`src/rtl/line_draw_ctrl_pkg.sv`:
```
// Shared types and constants for the Bresenham line sequencer.
package line_pkg;

    localparam int COORD_W = 9;
    localparam int ERR_W   = COORD_W + 2;
    localparam int E2_W    = COORD_W + 3;

    typedef logic [COORD_W-1:0]      coord_t;
    typedef logic signed [ERR_W-1:0] err_t;
    typedef logic signed [E2_W-1:0]  e2_t;

    typedef enum logic [1:0] {
        IDLE  = 2'd0,
        SETUP = 2'd1,
        DRAW  = 2'd2,
        DONE  = 2'd3
    } state_t;

    // Unsigned distance between two coordinates.
    function automatic coord_t abs_diff(input coord_t a, input coord_t b);
        return (a >= b) ? coord_t'(a - b) : coord_t'(b - a);
    endfunction

endpackage

```
`src/rtl/line_draw_ctrl_if.sv`:
```
// Control, endpoint and pixel-stream bundle of the line sequencer.
// Optional macro LINE_DRAW_ABORT_EN adds the abort request.
interface line_draw_ctrl_if;
    import line_pkg::*;

    logic   start;
    coord_t x1;
    coord_t y1;
    coord_t x2;
    coord_t y2;
    logic   busy;
    logic   done;
    coord_t pix_x;
    coord_t pix_y;
    logic   pix_valid;
    logic   pix_ready;

`ifdef LINE_DRAW_ABORT_EN
    logic   abort;

    modport master (
        output start, x1, y1, x2, y2, pix_ready, abort,
        input  busy, done, pix_x, pix_y, pix_valid
    );

    modport slave (
        input  start, x1, y1, x2, y2, pix_ready, abort,
        output busy, done, pix_x, pix_y, pix_valid
    );
`else
    modport master (
        output start, x1, y1, x2, y2, pix_ready,
        input  busy, done, pix_x, pix_y, pix_valid
    );

    modport slave (
        input  start, x1, y1, x2, y2, pix_ready,
        output busy, done, pix_x, pix_y, pix_valid
    );
`endif

endinterface

```
`src/rtl/line_draw_ctrl_step.sv`:
```
// One Bresenham step: next pixel and error term from the current one.
// Both axis rules are evaluated on the same doubled error, and the error
// update is the sum of whichever rules fire.
module bresenham_step
    import line_pkg::*;
(
    input  coord_t i_cur_x,
    input  coord_t i_cur_y,
    input  coord_t i_end_x,
    input  coord_t i_end_y,
    input  err_t   i_err,
    input  err_t   i_dx,
    input  err_t   i_dy,
    input  logic   i_sx_neg,
    input  logic   i_sy_neg,
    output coord_t o_nxt_x,
    output coord_t o_nxt_y,
    output err_t   o_nxt_err,
    output logic   o_last
);

    e2_t  w_e2;
    e2_t  w_dx_ext;
    e2_t  w_dy_ext;
    logic w_step_x;
    logic w_step_y;

    assign w_e2     = $signed({i_err, 1'b0});
    assign w_dx_ext = $signed({i_dx[ERR_W-1], i_dx});
    assign w_dy_ext = $signed({i_dy[ERR_W-1], i_dy});
    assign w_step_x = (w_e2 >= w_dy_ext);
    assign w_step_y = (w_e2 <= w_dx_ext);

    // Apply the x and y rules together; cur never leaves the bounding box.
    always_comb begin
        o_nxt_x   = i_cur_x;
        o_nxt_y   = i_cur_y;
        o_nxt_err = i_err;
        if (w_step_x) begin
            o_nxt_x   = i_sx_neg ? coord_t'(i_cur_x - coord_t'(1)) : coord_t'(i_cur_x + coord_t'(1));
            o_nxt_err = o_nxt_err + i_dy;
        end
        if (w_step_y) begin
            o_nxt_y   = i_sy_neg ? coord_t'(i_cur_y - coord_t'(1)) : coord_t'(i_cur_y + coord_t'(1));
            o_nxt_err = o_nxt_err + i_dx;
        end
    end

    assign o_last = (i_cur_x == i_end_x) && (i_cur_y == i_end_y);

endmodule

```
`src/rtl/line_draw_ctrl.sv`:
```
// Bresenham line sequencer: latches endpoints on start and streams every
// pixel from (x1,y1) to (x2,y2) over a valid/ready handshake.
// Optional macro LINE_DRAW_ABORT_EN adds an abort input on the bus.
//
// state | meaning
// IDLE  | waiting for start; endpoints latched on start
// SETUP | one cycle computing deltas, steps and initial error
// DRAW  | presenting cur on the pixel stream, stepping on acceptance
// DONE  | one-cycle done pulse, then back to IDLE
module line_draw_ctrl
    import line_pkg::*;
(
    input  logic             HCLK,
    input  logic             HRESETn,
    line_draw_ctrl_if.slave  bus
);

    state_t r_state;
    state_t w_next;

    coord_t r_x1, r_y1, r_x2, r_y2;
    coord_t r_cur_x, r_cur_y;
    err_t   r_dx, r_dy, r_err;
    logic   r_sx_neg, r_sy_neg;

    coord_t w_nxt_x, w_nxt_y;
    err_t   w_nxt_err;
    logic   w_last;
    logic   w_accept;
    logic   w_abort;
    err_t   w_dx_setup;
    err_t   w_dy_setup;

`ifdef LINE_DRAW_ABORT_EN
    assign w_abort = bus.abort && ((r_state == SETUP) || (r_state == DRAW));
`else
    assign w_abort = 1'b0;
`endif

    assign w_accept   = (r_state == DRAW) && bus.pix_ready;
    assign w_dx_setup = err_t'({2'b00, abs_diff(r_x2, r_x1)});
    assign w_dy_setup = err_t'(0) - err_t'({2'b00, abs_diff(r_y2, r_y1)});

    bresenham_step u_step (
        .i_cur_x   (r_cur_x),
        .i_cur_y   (r_cur_y),
        .i_end_x   (r_x2),
        .i_end_y   (r_y2),
        .i_err     (r_err),
        .i_dx      (r_dx),
        .i_dy      (r_dy),
        .i_sx_neg  (r_sx_neg),
        .i_sy_neg  (r_sy_neg),
        .o_nxt_x   (w_nxt_x),
        .o_nxt_y   (w_nxt_y),
        .o_nxt_err (w_nxt_err),
        .o_last    (w_last)
    );

    // State register.
    always_ff @(posedge HCLK or negedge HRESETn) begin
        if (!HRESETn) begin
            r_state <= IDLE;
        end else begin
            r_state <= w_next;
        end
    end

    // Next-state and handshake outputs; abort overrides acceptance.
    always_comb begin
        w_next        = r_state;
        bus.busy      = (r_state != IDLE);
        bus.done      = (r_state == DONE);
        bus.pix_valid = (r_state == DRAW);
        bus.pix_x     = r_cur_x;
        bus.pix_y     = r_cur_y;
        case (r_state)
            IDLE:    if (bus.start) w_next = SETUP;
            SETUP:   w_next = DRAW;
            DRAW:    if (w_accept && w_last) w_next = DONE;
            DONE:    w_next = IDLE;
            default: w_next = IDLE;
        endcase
        if (w_abort) begin
            w_next = IDLE;
        end
    end

    // Endpoint latch, setup arithmetic and per-pixel stepping.
    always_ff @(posedge HCLK or negedge HRESETn) begin
        if (!HRESETn) begin
            r_x1     <= '0;
            r_y1     <= '0;
            r_x2     <= '0;
            r_y2     <= '0;
            r_cur_x  <= '0;
            r_cur_y  <= '0;
            r_dx     <= '0;
            r_dy     <= '0;
            r_err    <= '0;
            r_sx_neg <= 1'b0;
            r_sy_neg <= 1'b0;
        end else if (!w_abort) begin
            if ((r_state == IDLE) && bus.start) begin
                r_x1 <= bus.x1;
                r_y1 <= bus.y1;
                r_x2 <= bus.x2;
                r_y2 <= bus.y2;
            end
            if (r_state == SETUP) begin
                r_dx     <= w_dx_setup;
                r_dy     <= w_dy_setup;
                r_err    <= w_dx_setup + w_dy_setup;
                r_sx_neg <= (r_x2 < r_x1);
                r_sy_neg <= (r_y2 < r_y1);
                r_cur_x  <= r_x1;
                r_cur_y  <= r_y1;
            end
            if (w_accept && !w_last) begin
                r_cur_x <= w_nxt_x;
                r_cur_y <= w_nxt_y;
                r_err   <= w_nxt_err;
            end
        end
    end

endmodule
```
`src/flat_wrapper.sv`:
```
// flat-port wrapper written by rule: the top's interface ports become plain ports
module line_draw_ctrl_flat import line_pkg::*;
  (HCLK, HRESETn, bus_start, bus_x1, bus_y1, bus_x2, bus_y2, bus_pix_ready, bus_busy, bus_done, bus_pix_x, bus_pix_y, bus_pix_valid);
  line_draw_ctrl_if bus_i ();
  input  logic HCLK;
  input  logic HRESETn;
  input wire logic [$bits(bus_i.start)-1:0] bus_start;
  input wire logic [$bits(bus_i.x1)-1:0] bus_x1;
  input wire logic [$bits(bus_i.y1)-1:0] bus_y1;
  input wire logic [$bits(bus_i.x2)-1:0] bus_x2;
  input wire logic [$bits(bus_i.y2)-1:0] bus_y2;
  input wire logic [$bits(bus_i.pix_ready)-1:0] bus_pix_ready;
  output wire logic [$bits(bus_i.busy)-1:0] bus_busy;
  output wire logic [$bits(bus_i.done)-1:0] bus_done;
  output wire logic [$bits(bus_i.pix_x)-1:0] bus_pix_x;
  output wire logic [$bits(bus_i.pix_y)-1:0] bus_pix_y;
  output wire logic [$bits(bus_i.pix_valid)-1:0] bus_pix_valid;
  assign bus_i.start = bus_start;
  assign bus_i.x1 = bus_x1;
  assign bus_i.y1 = bus_y1;
  assign bus_i.x2 = bus_x2;
  assign bus_i.y2 = bus_y2;
  assign bus_i.pix_ready = bus_pix_ready;
  assign bus_busy = bus_i.busy;
  assign bus_done = bus_i.done;
  assign bus_pix_x = bus_i.pix_x;
  assign bus_pix_y = bus_i.pix_y;
  assign bus_pix_valid = bus_i.pix_valid;
  line_draw_ctrl u_core (.HCLK(HCLK), .HRESETn(HRESETn), .bus(bus_i));
endmodule
```
`config.mk`:
```
export PLATFORM = sky130hd
export DESIGN_NAME = line_draw_ctrl_flat
export DESIGN_NICKNAME = d
export VERILOG_FILES = /design/src/rtl/line_draw_ctrl_pkg.sv /design/src/rtl/line_draw_ctrl_if.sv /design/src/rtl/line_draw_ctrl_step.sv /design/src/rtl/line_draw_ctrl.sv /design/src/flat_wrapper.sv
export SDC_FILE = /design/constraint.sdc
export NUM_CORES = 1
export LEC_CHECK = 0
export BUFFER_PORTS_ARGS = -buffer_cell sky130_fd_sc_hd__buf_2
export CORE_MARGIN = 1
export CORE_UTILIZATION = 40
export CTS_BUF_LIST = sky130_fd_sc_hd__clkbuf_16
export DETAILED_ROUTE_END_ITERATION = 10
export PLACE_DENSITY_LB_ADDON = 0.2
export SLEW_MARGIN = 20
export SYNTH_ARGS = -nofsm -noshare
export SYNTH_HDL_FRONTEND = slang
export SYNTH_HIERARCHICAL = 1
export SYNTH_SLANG_ARGS = --single-unit
export TNS_END_PERCENT = 10
```
`constraint.sdc`:
```
create_clock -name HCLK -period 5.8 [get_ports HCLK]
set_clock_uncertainty 0.2 [all_clocks]
set_input_delay 1.74 -clock HCLK [delete_from_list [all_inputs] [get_ports HCLK]]
set_output_delay 1.74 -clock HCLK [all_outputs]
set_load 0.005 [all_outputs]
```
==> run_results.csv <==
group,metric,value,unit
outcome,outcome,"completed",
floorplanning,num_rows,53,
setup_path,critical-path-max-stage-delay,0.45,ns
synth,synth_edf_count,0,
setup_path,cp.required,5.87,ns
finish,final_cell_mix,"ha_1 (104), dfrtp_1 (88), inv_1 (82)",
drt,drtIter0Drc,335,
synth,ys_seq_area_frac,0.257,
synth,yosysWarnings,6,
drt,avgRoutedWirePerCell,16.0,microns
setup_path,cp_max_fo,9,
floorplanning,die-area,22000,sq um
synth,async_reset_ff_frac,1.00,
setup_path,critical-path-slowest-cell,"ha_1",
cts,clockBufferDepth,2,
synth,ys_types,82,
drt,final_antenna_net_count,0,
drt,vias,6816,
placement,hpwl,16300,microns
finish,utilization,0.449,
setup_path,crit_buf_inv,2,
finish,seq_area,2200,sq um
synth,syn_area_per_cell,9.10,sq um
synth,synthFlopType,"dfrtp_1",
finish,area_growth,9.98,%
global_route,grt_max_degree,57,
sta,fin_tns_setup,0,ns
sta,tightest_slew,0.887,ns
cts,cts_setup_buffers,0,
min_path,min-delay-path-class,"flip-flop to flip-flop",
finish,fill_cells,2069,
finish,n_antenna_cell,0,
cts,cts_sinks,88,
cts,clkLatencyLatePin,0.35,ns
placement,place_inst,1259,
global_route,grt.total_usage,0.197,
sta,hold_viol,0,
drt,drc_errors,0,
sta,grt_setup_unrepaired,"no",
sta,setup_viol,0,
cts,cts_tree,"done",
cts,cts_root_buffer,"clkbuf_16",
setup_path,end_kind,"flip-flop",
setup_path,crit_path_start_kind,"flip-flop",
global_route,antenna_found_initial,0,
floorplanning,floorplan.initialDensity,0.408,
global_route,grt_remaining_overflow,0,
sta,relSlewSlack,0.393,
finish,drive_gt1_frac,0.175,
cts,clk_pin_slew,0.07,ns
finish,nets,1149,
sta,period_minus_slack,4.92,ns
synth,syn_inst,943,
placement,gp_congestion,0.850,
floorplanning,coreArea,21000,sq um
cts,htree_levels,3,
sta,fmax,0.203,GHz
floorplanning,ios,61,
setup_path,crit_type,"flip-flop to flip-flop",
sta,slew_violations,0,
global_route,grt_pass1_wl,34300,microns
drt,drt-total-wl,20400,microns
floorplanning,die_y,148,microns
setup_path,worst_ep_arrival_time,4.99,ns
synth,netlist_area,8580,sq um
finish,finalNonFillerCells,1275,
placement,portBuffers,60,
sta,fin_crit_sh,0.848,
finish,multi_input_area,5960,sq um
finish,mostFrequentLayoutCell,"ha_1",
flow_run,cap_violations,0,
cts,cts_hold_buf,0,
cts,cts_inserted_buffers,9,
cts,cts_resized,0,
setup_path,crit_top_cell,"ha_1",
drt,first_pass_iters,6,
setup_path,crit_family,"simple AND/OR/NAND/NOR gates",
global_route,grt_pass1_vias,6705,
floorplanning,die_x,148,microns
drt,via_per_inst,5.35,
setup_path,crit_chain,"inv_1, ha_1, and3_1, nor2b_4, a21oi_2, a21boi_0, or2_2, ha_1, and4_1, xnor2_1, inv_1, ha_1, or2_2, or3_1, o221a_1, a221o_1, or3_1, nand3_1",
synth,ys_seq_elements,88,
-- Yosys cell counts, types with 3 or more instances --
cell type / count / area share
nand3_1: 17 / 0.0099
a21oi_2: 4 / 0.0041
xnor2_1: 41 / 0.042
nor2_1: 33 / 0.014
o21bai_1: 4 / 0.0035
o21ai_1: 19 / 0.011
a211oi_1: 5 / 0.0044
clkbuf_1: 19 / 0.0083
nand2b_1: 14 / 0.010
mux2_1: 4 / 0.0053
a31oi_1: 6 / 0.0044
or3_1: 6 / 0.0044
nor2b_1: 18 / 0.013
nor4_1: 6 / 0.0044
mux2i_1: 29 / 0.034
o21ai_0: 57 / 0.033
o211ai_1: 7 / 0.0061
nand3b_1: 3 / 0.0026
nor3b_1: 6 / 0.0053
nand4_1: 15 / 0.011
dfrtp_1: 88 / 0.26
xor2_1: 31 / 0.032
o21a_1: 6 / 0.0053
nor3_1: 13 / 0.0076
a21oi_1: 51 / 0.030
a221oi_1: 4 / 0.0041
a21boi_0: 3 / 0.0026
or2_2: 7 / 0.0051
mux2_2: 63 / 0.083
a21o_1: 20 / 0.018
inv_1: 82 / 0.036
and2_1: 5 / 0.0036
and3_1: 4 / 0.0029
fa_1: 9 / 0.021
ha_1: 105 / 0.15
nand2_1: 79 / 0.035
buf_2: 6 / 0.0035
-- through the flow --
| stage | area (sq um) | hold WS (ns) | setup slack, ns |
|---|---|---|---|
| finish | 9430 | 0.335 | 0.881 |
| CTS | 9430 | 0.334 | 0.899 |
| floorplan | 8590 | 0.301 | 1.35 |
| global placement | 9160 | 0.315 | 1.02 |
| global route | 9430 | 0.379 | 0.599 |
| detailed placement | 9160 | 0.320 | 0.926 |
-- cell families after synthesis --
group	count (synthesis)	share of synthesized area
AOI/OAI and AO/OA	216	0.165
xor gates and xnor gates	75	0.0808
adders and majority gates	114	0.174
buffers and inverters	111	0.0512
DFF	88	0.257
muxes	98	0.126
other	1	0.000437
and+or+nand+nor	240	0.145
-- worst reg2reg max path, stage by stage, from the launching register on --
cell	delay, ns
dfrtp_1	0.39
inv_1	0.06
ha_1	0.45
and3_1	0.26
nor2b_4	0.14
a21oi_2	0.31
a21boi_0	0.20
or2_2	0.31
ha_1	0.23
and4_1	0.20
xnor2_1	0.21
inv_1	0.07
ha_1	0.19
or2_2	0.28
or3_1	0.30
o221a_1	0.28
a221o_1	0.34
or3_1	0.35
nand3_1	0.07
-- area by class of cell --
type,count,share of cell area
Multi-Input combinational cell,748,0.632
Tap cell,275,0.0365
Clock buffer,9,0.0239
Sequential cell,88,0.233
Timing Repair Buffer,66,0.0369
Inverter,82,0.0326
Clock inverter,7,0.00478
-- per-layer routing --
metal  GRT usage  vias up  routed length [microns]
met5           0        -                        0
met2       0.327       98                     9440
met3      0.0202       12                      544
li1            -     3438                        -
met1       0.275     3268                    10200
met4      0.0448        0                      163
-- worst paths after layout --
kind,start,cells after the start,slack [ns],endpoint
min in group asynchronous,HRESETn,1,1.26,u_core/r_dy[9]
worst max register to register,u_core/r_y1[4],18,0.88,u_core/r_err[8]
worst min register to register,u_core/r_y1[8],1,0.33,u_core/r_y1[8]
max in group asynchronous,HRESETn,2,3.20,u_core/r_state[1]
worst max-delay path,u_core/r_y1[4],18,0.88,u_core/r_err[8]
worst min-delay path,u_core/r_y1[8],1,0.33,u_core/r_y1[8]
-- state kept, by name, summed over array words and instances, names as in the netlist --
name	flops
u_core/r_x1	9
u_core/r_sy_neg	1
u_core/r_y2	9
u_core/bus.pix_x	9
u_core/r_dx	9
u_core/r_dy	10
u_core/r_sx_neg	1
u_core/r_x2	9
u_core/bus.pix_y	9
u_core/r_state	2
u_core/r_err	11
u_core/r_y1	9
Power is not shown: default switching activity piles up to over one toggle a cycle in this logic, so the estimate is an artifact.
